## src/rtl/tlu_trig_ctrl.sv

```systemverilog
// Trigger controller behind the TLU receivers: masked, vetoable majority
// coincidence, pulse/busy/dead-time sequencing and a one-deep record slot.
module tlu_trig_ctrl #(
    parameter int N_CH = 6
) (
    input  logic            CLK40,
    input  logic            RST,
    input  logic            EN,
    input  logic [N_CH-1:0] CH_VALID,
    input  logic [N_CH-1:0] CH_EN_MASK,
    input  logic [N_CH-1:0] CH_VETO_MASK,
    input  logic [3:0]      COINC_TH,
    input  logic [11:0]     TIME_STAMP,
    input  logic [3:0]      TRIG_LEN,
    input  logic [7:0]      DEAD_TIME,
    input  logic            DUT_BUSY,
    output logic            TRIG_OUT,
    output logic [31:0]     TRIG_CNT,
    output logic [15:0]     SKIP_CNT,
    output logic [31:0]     DATA,
    output logic            DATA_VALID,
    input  logic            DATA_READY,
    output logic            STATE_BUSY
);

    localparam logic [1:0] ST_IDLE  = 2'd0;
    localparam logic [1:0] ST_PULSE = 2'd1;
    localparam logic [1:0] ST_WAIT  = 2'd2;
    localparam logic [1:0] ST_DEAD  = 2'd3;

    function automatic logic [3:0] popcount4(input logic [N_CH-1:0] v);
        logic [3:0] cnt;
        cnt = 4'd0;
        for (int i = 0; i < N_CH; i++) begin
            cnt = cnt + {3'd0, v[i]};
        end
        return cnt;
    endfunction

    logic [1:0]      state_r;
    logic [1:0]      state_nxt_s;
    logic [3:0]      len_cnt_r;
    logic [3:0]      len_cnt_nxt_s;
    logic [7:0]      dead_cnt_r;
    logic [7:0]      dead_cnt_nxt_s;
    logic            trig_nxt_s;
    logic            busy_meta_r;
    logic            busy_s_r;
    logic            trig_out_r;
    logic [31:0]     trig_cnt_r;
    logic [15:0]     skip_cnt_r;
    logic [31:0]     data_r;
    logic            data_valid_r;
    logic            state_busy_r;
    logic [N_CH-1:0] hit_s;
    logic [7:0]      hit_ext_s;
    logic [3:0]      hit_cnt_s;
    logic            veto_s;
    logic            coinc_s;
    logic            accept_s;
    logic [3:0]      trig_len_eff_s;

    // Coincidence and acceptance decision for the current cycle.
    always_comb begin
        hit_s          = CH_VALID & CH_EN_MASK;
        hit_cnt_s      = popcount4(hit_s);
        veto_s         = |(CH_VALID & CH_VETO_MASK);
        coinc_s        = (hit_cnt_s >= COINC_TH) && (COINC_TH != 4'd0) && !veto_s;
        accept_s       = coinc_s && EN && (state_r == ST_IDLE) && !busy_s_r && !data_valid_r;
        trig_len_eff_s = (TRIG_LEN == 4'd0) ? 4'd1 : TRIG_LEN;
    end

    // Zero-extend the hit pattern into the 8-bit record field.
    always_comb begin
        hit_ext_s             = 8'd0;
        hit_ext_s[N_CH-1:0]   = hit_s;
    end

    // Sequencer next-state: pulse length and dead time are down-counters.
    always_comb begin
        state_nxt_s    = state_r;
        len_cnt_nxt_s  = len_cnt_r;
        dead_cnt_nxt_s = dead_cnt_r;
        trig_nxt_s     = 1'b0;
        case (state_r)
            ST_IDLE: begin
                if (accept_s) begin
                    state_nxt_s   = ST_PULSE;
                    len_cnt_nxt_s = trig_len_eff_s;
                    trig_nxt_s    = 1'b1;
                end else begin
                    state_nxt_s   = ST_IDLE;
                end
            end
            ST_PULSE: begin
                // len_cnt_r holds the pulse cycles remaining including this one
                if (len_cnt_r <= 4'd1) begin
                    state_nxt_s   = ST_WAIT;
                    len_cnt_nxt_s = 4'd0;
                end else begin
                    len_cnt_nxt_s = len_cnt_r - 4'd1;
                    trig_nxt_s    = 1'b1;
                end
            end
            ST_WAIT: begin
                if (!busy_s_r) begin
                    state_nxt_s    = ST_DEAD;
                    dead_cnt_nxt_s = DEAD_TIME;
                end else begin
                    state_nxt_s    = ST_WAIT;
                end
            end
            ST_DEAD: begin
                if (dead_cnt_r == 8'd0) begin
                    state_nxt_s    = ST_IDLE;
                end else begin
                    dead_cnt_nxt_s = dead_cnt_r - 8'd1;
                end
            end
            default: begin
                state_nxt_s    = ST_IDLE;
                len_cnt_nxt_s  = 4'd0;
                dead_cnt_nxt_s = 8'd0;
            end
        endcase
    end

    // DUT_BUSY two-stage synchronizer.
    always_ff @(posedge CLK40) begin
        if (RST) begin
            busy_meta_r <= 1'b0;
            busy_s_r    <= 1'b0;
        end else begin
            busy_meta_r <= DUT_BUSY;
            busy_s_r    <= busy_meta_r;
        end
    end

    // Sequencer state, counters and trigger pulse register.
    always_ff @(posedge CLK40) begin
        if (RST) begin
            state_r      <= ST_IDLE;
            len_cnt_r    <= 4'd0;
            dead_cnt_r   <= 8'd0;
            trig_out_r   <= 1'b0;
            state_busy_r <= 1'b0;
        end else begin
            state_r      <= state_nxt_s;
            len_cnt_r    <= len_cnt_nxt_s;
            dead_cnt_r   <= dead_cnt_nxt_s;
            trig_out_r   <= trig_nxt_s;
            state_busy_r <= (state_nxt_s != ST_IDLE);
        end
    end

    // Trigger counter (wraps) and saturating skip counter.
    always_ff @(posedge CLK40) begin
        if (RST) begin
            trig_cnt_r <= 32'd0;
            skip_cnt_r <= 16'd0;
        end else begin
            if (accept_s) begin
                trig_cnt_r <= trig_cnt_r + 32'd1;
            end else begin
                trig_cnt_r <= trig_cnt_r;
            end
            if (coinc_s && !accept_s && (skip_cnt_r != 16'hFFFF)) begin
                skip_cnt_r <= skip_cnt_r + 16'd1;
            end else begin
                skip_cnt_r <= skip_cnt_r;
            end
        end
    end

    // Record slot: accept requires an empty slot, so load and drain never collide.
    always_ff @(posedge CLK40) begin
        if (RST) begin
            data_r       <= 32'd0;
            data_valid_r <= 1'b0;
        end else if (accept_s) begin
            data_r       <= {hit_ext_s, trig_cnt_r[11:0], TIME_STAMP};
            data_valid_r <= 1'b1;
        end else if (data_valid_r && DATA_READY) begin
            data_r       <= data_r;
            data_valid_r <= 1'b0;
        end else begin
            data_r       <= data_r;
            data_valid_r <= data_valid_r;
        end
    end

    assign TRIG_OUT   = trig_out_r;
    assign TRIG_CNT   = trig_cnt_r;
    assign SKIP_CNT   = skip_cnt_r;
    assign DATA       = data_r;
    assign DATA_VALID = data_valid_r;
    assign STATE_BUSY = state_busy_r;

endmodule

```

## config.mk

```make
export PLATFORM = sky130hd
export DESIGN_NAME = tlu_trig_ctrl
export DESIGN_NICKNAME = d
export VERILOG_FILES = /design/src/rtl/tlu_trig_ctrl.sv
export SDC_FILE = /design/constraint.sdc
export NUM_CORES = 1
export LEC_CHECK = 0
export ABC_AREA = 1
export BUFFER_PORTS_ARGS = -buffer_cell sky130_fd_sc_hd__buf_2
export CAP_MARGIN = 5
export CORE_MARGIN = 1
export CORE_UTILIZATION = 30
export CTS_BUF_LIST = sky130_fd_sc_hd__clkbuf_16
export CTS_CLUSTER_DIAMETER = 40
export DETAILED_ROUTE_END_ITERATION = 7
export PLACE_DENSITY_LB_ADDON = 0.1
export SYNTH_ARGS = -nofsm -noshare
export SYNTH_HDL_FRONTEND = slang
export SYNTH_SLANG_ARGS = --single-unit
```

## constraint.sdc

```tcl
create_clock -name CLK40 -period 3.72 [get_ports CLK40]
set_input_delay 0.186 -clock CLK40 [delete_from_list [all_inputs] [get_ports CLK40]]
set_output_delay 0.186 -clock CLK40 [all_outputs]
set_load 0.02 [all_outputs]
```

==> results.py <==
metrics = {
    "clock_network": {
        "insertion_delay_ps": 350,
        "clock-root-buffer": "clkbuf_16",
        "hold_buffers": 0,
        "cts_tree": "built",
        "h-tree-depth": 3,
        "path_clk_slew_ps": 60,
        "clock_path_buffers": 2,
        "cts_sinks": 97,
        "postCtsSetupBuffers": 0,
        "cts-resized-gates": 0,
        "cts_inserted_buffers": 9,
    },
    "job": {
        "max_cap_viol_count": 0,
    },
    "floorplan": {
        "io_pins": 134,
        "fp-row-count": 46,
        "chipHeight_um": 130,
        "die-area_sq_um": 17000,
        "floorplan.die.width_um": 130,
        "initial_core_util_pct": 30.9,
        "core_area_sq_um": 16000,
    },
    "synthesis": {
        "synth_cell_type_count": 37,
        "synth.top_cell.area_share_pct": 39.3,
        "syn-cell-area_sq_um": 4940,
        "synth_edf_count": 0,
        "ys_seq_elements": 97,
        "yosys_warnings": 0,
        "postSynthCellCount": 723,
        "synthArstFlopShare_pct": 0,
        "ys_top_cells_by_area": "dfxtp_1 (39%), nand2_1 (12%), nor2_1 (11%), a21oi_1 (5.2%), inv_1 (4.8%)",
        "syn_avg_cell_area_sq_um": 6.83,
        "synth_top_flop_cell": "dfxtp_1",
        "synth_top_area_cell": "dfxtp_1",
        "synth_seq_area_share_pct": 39.3,
    },
    "sta": {
        "final_max_slew_viol_count": 0,
        "fin_crit_sh_pct": 84.9,
        "min_period_ps": 3160,
        "rsz0062_at_grt": "no",
        "clock_skew_ps": 7.60,
        "slew_headroom_pct": 25.4,
        "tightest_slew_ps": 1120,
        "setup_viol": 0,
        "final_hold_viol_count": 0,
        "max_freq_mhz": 316,
        "hold_slack_ps": 67.4,
        "fin_setup_tns_ps": 0,
    },
    "global_route": {
        "busiest_layer": "met2",
        "antenna_found_initial": 0,
        "use_met1_pct": 19.5,
        "grtUsageMet2_pct": 27.6,
        "grtUsageTotal_pct": 15.9,
        "grt_pass1_wl_mm": 21.3,
        "overflow": 0,
        "grt_pass1_vias": 4406,
        "grt_max_degree": 70,
        "grt_use_met3_pct": 2.54,
    },
    "layout": {
        "areaGrowthSynthToFinish_pct": 23.6,
        "final_cell_mix": "nand2_1 (163), nor2_1 (148), buf_2 (131), dfxtp_1 (97), inv_1 (64)",
        "fin_nets": 910,
        "drive_gt1_share_pct": 20.9,
        "final_common_cell": "nand2_1",
        "nFillCells": 1756,
        "antenna_cells": 0,
    },
    "min_path": {
        "hp-class": "in -> reg",
    },
    "setup_path": {
        "required_ps": 3960,
        "crit_type": "in -> reg",
        "crit_arrival_ps": 3400,
        "critical_path.max_fanout": 17,
        "cp-start-kind": "primary input",
        "end_kind": "register",
    },
    "run_status": {
        "status": "finished, final reports clean",
    },
    "power_and_ir_drop": {
        "p_clk_share_pct": 44.1,
        "p_int_mw": 1.69,
        "combPwrFrac_pct": 7.8,
        "vdd_drop_max_mv": 0.201,
        "p_leak_nw": 2.79,
        "p_seq_share_pct": 48.1,
        "p_sw_mw": 0.507,
        "power-per-cell-area_nw_per_um2": 361,
        "swShare_pct": 23.0,
        "total_power_mw": 2.20,
    },
    "placement": {
        "port_buffers": 131,
        "gp_congestion": 0.811,
        "dp_hpwl_mm": 9.75,
    },
    "routing": {
        "drtIter0Drc": 216,
        "vias": 4909,
        "detailedRoute.firstPassIterationCount": 5,
        "wire_per_inst_um": 12.3,
        "drc": 0,
        "via_per_inst": 4.60,
        "wl_mm": 13.2,
        "ant_nets": 0,
    },
}
metal layers:
| layer | up-vias | part of all wire (%) |
|---|---|---|
| li1 | 2572 | - |
| met3 | 14 | 3.9 |
| met4 | 0 | 1.5 |
| met1 | 2221 | 46 |
| met5 | - | 0 |
| met2 | 102 | 49 |
through the flow:
| stage | instances | setup WS, ps | util, % | cell area (sq um) |
|---|---|---|---|---|
| floorplan | 724 | 561 | - | 4940 |
| global placement | 1052 | 256 | 36.2 | 5800 |
| detailed placement | 1052 | 196 | 36.2 | 5800 |
| CTS | 1067 | 571 | 38.1 | 6100 |
| global route | 1067 | 321 | 38.1 | 6100 |
| finish | 1067 | 560 | 38.1 | 6100 |
kinds of logic (layout without fill, tap and decap cells):
group           Yosys count  count (layout)  share of synthesized area [%]
flops                    97              97                           39.3
mux                       1               1                          0.203
xor+xnor                 11              11                           1.95
buf+inv                  90             217                           7.91
compound gates          108             108                           11.3
fa+ha+maj                12              12                           3.50
other cells               1               2                         0.0760
simple gates            403             403                           35.7
final cells by class:
class,instances,area (sq um),share of cell area (%)
Timing Repair Buffer,136,731,12.0
Clock buffer,9,225,3.69
Inverter,66,248,4.06
Tap cell,216,270,4.43
Multi-Input combinational cell,537,2610,42.8
Clock inverter,6,76.3,1.25
Sequential cell,97,1940,31.8
state kept, by name, summed over array words and instances (netlist names):
name,count
state_r,2
SKIP_CNT,16
busy_meta_r,1
TRIG_CNT,32
TRIG_OUT,1
dead_cnt_r,8
STATE_BUSY,1
busy_s_r,1
DATA,30
DATA_VALID,1
len_cnt_r,4
final timing paths:
check	start	end	slack, ps	cells after the start
hold reg to reg	busy_meta_r	busy_s_r	420	2
setup / recovery	CH_VALID[1]	SKIP_CNT[2]	560	17
hold / removal	DUT_BUSY	busy_meta_r	70	3
setup reg to reg	dead_cnt_r[0]	dead_cnt_r[1]	1570	10
cell usage after synthesis (6+ instances only):
cell	count
a21oi_1	51
clkbuf_1	6
nand3_1	40
nand4_1	11
nand2_1	163
xor2_1	7
nor2_2	7
ha_1	9
inv_1	63
dfxtp_1	97
o21ai_0	45
buf_2	6
nor2_4	9
nor2_1	148
nor3_1	11
worst max-delay path: stages:
cell and delay, ps:
buf_2 90, nand2_1 80, fa_1 540, inv_1 50, fa_1 440, ha_1 200
fa_1 440, ha_1 290, nand2_1 50, nand2_1 50, nand2_1 50, nand2_1 160
nand3_1 180, nor2_4 350, nand3_1 110, nand2_1 80, nor2_1 50
power by group through the flow:
stage	Clock (mW)	Combinational [mW]	Sequential, mW
floorplan	0	0.107	1.09
finish	0.971	0.172	1.06
CTS	1.00	0.175	1.06
detailed placement	0	0.174	1.08
global placement	0	0.171	1.08
global route	1.05	0.196	1.06
No activity file was read; power rests on OpenSTA's default activity.
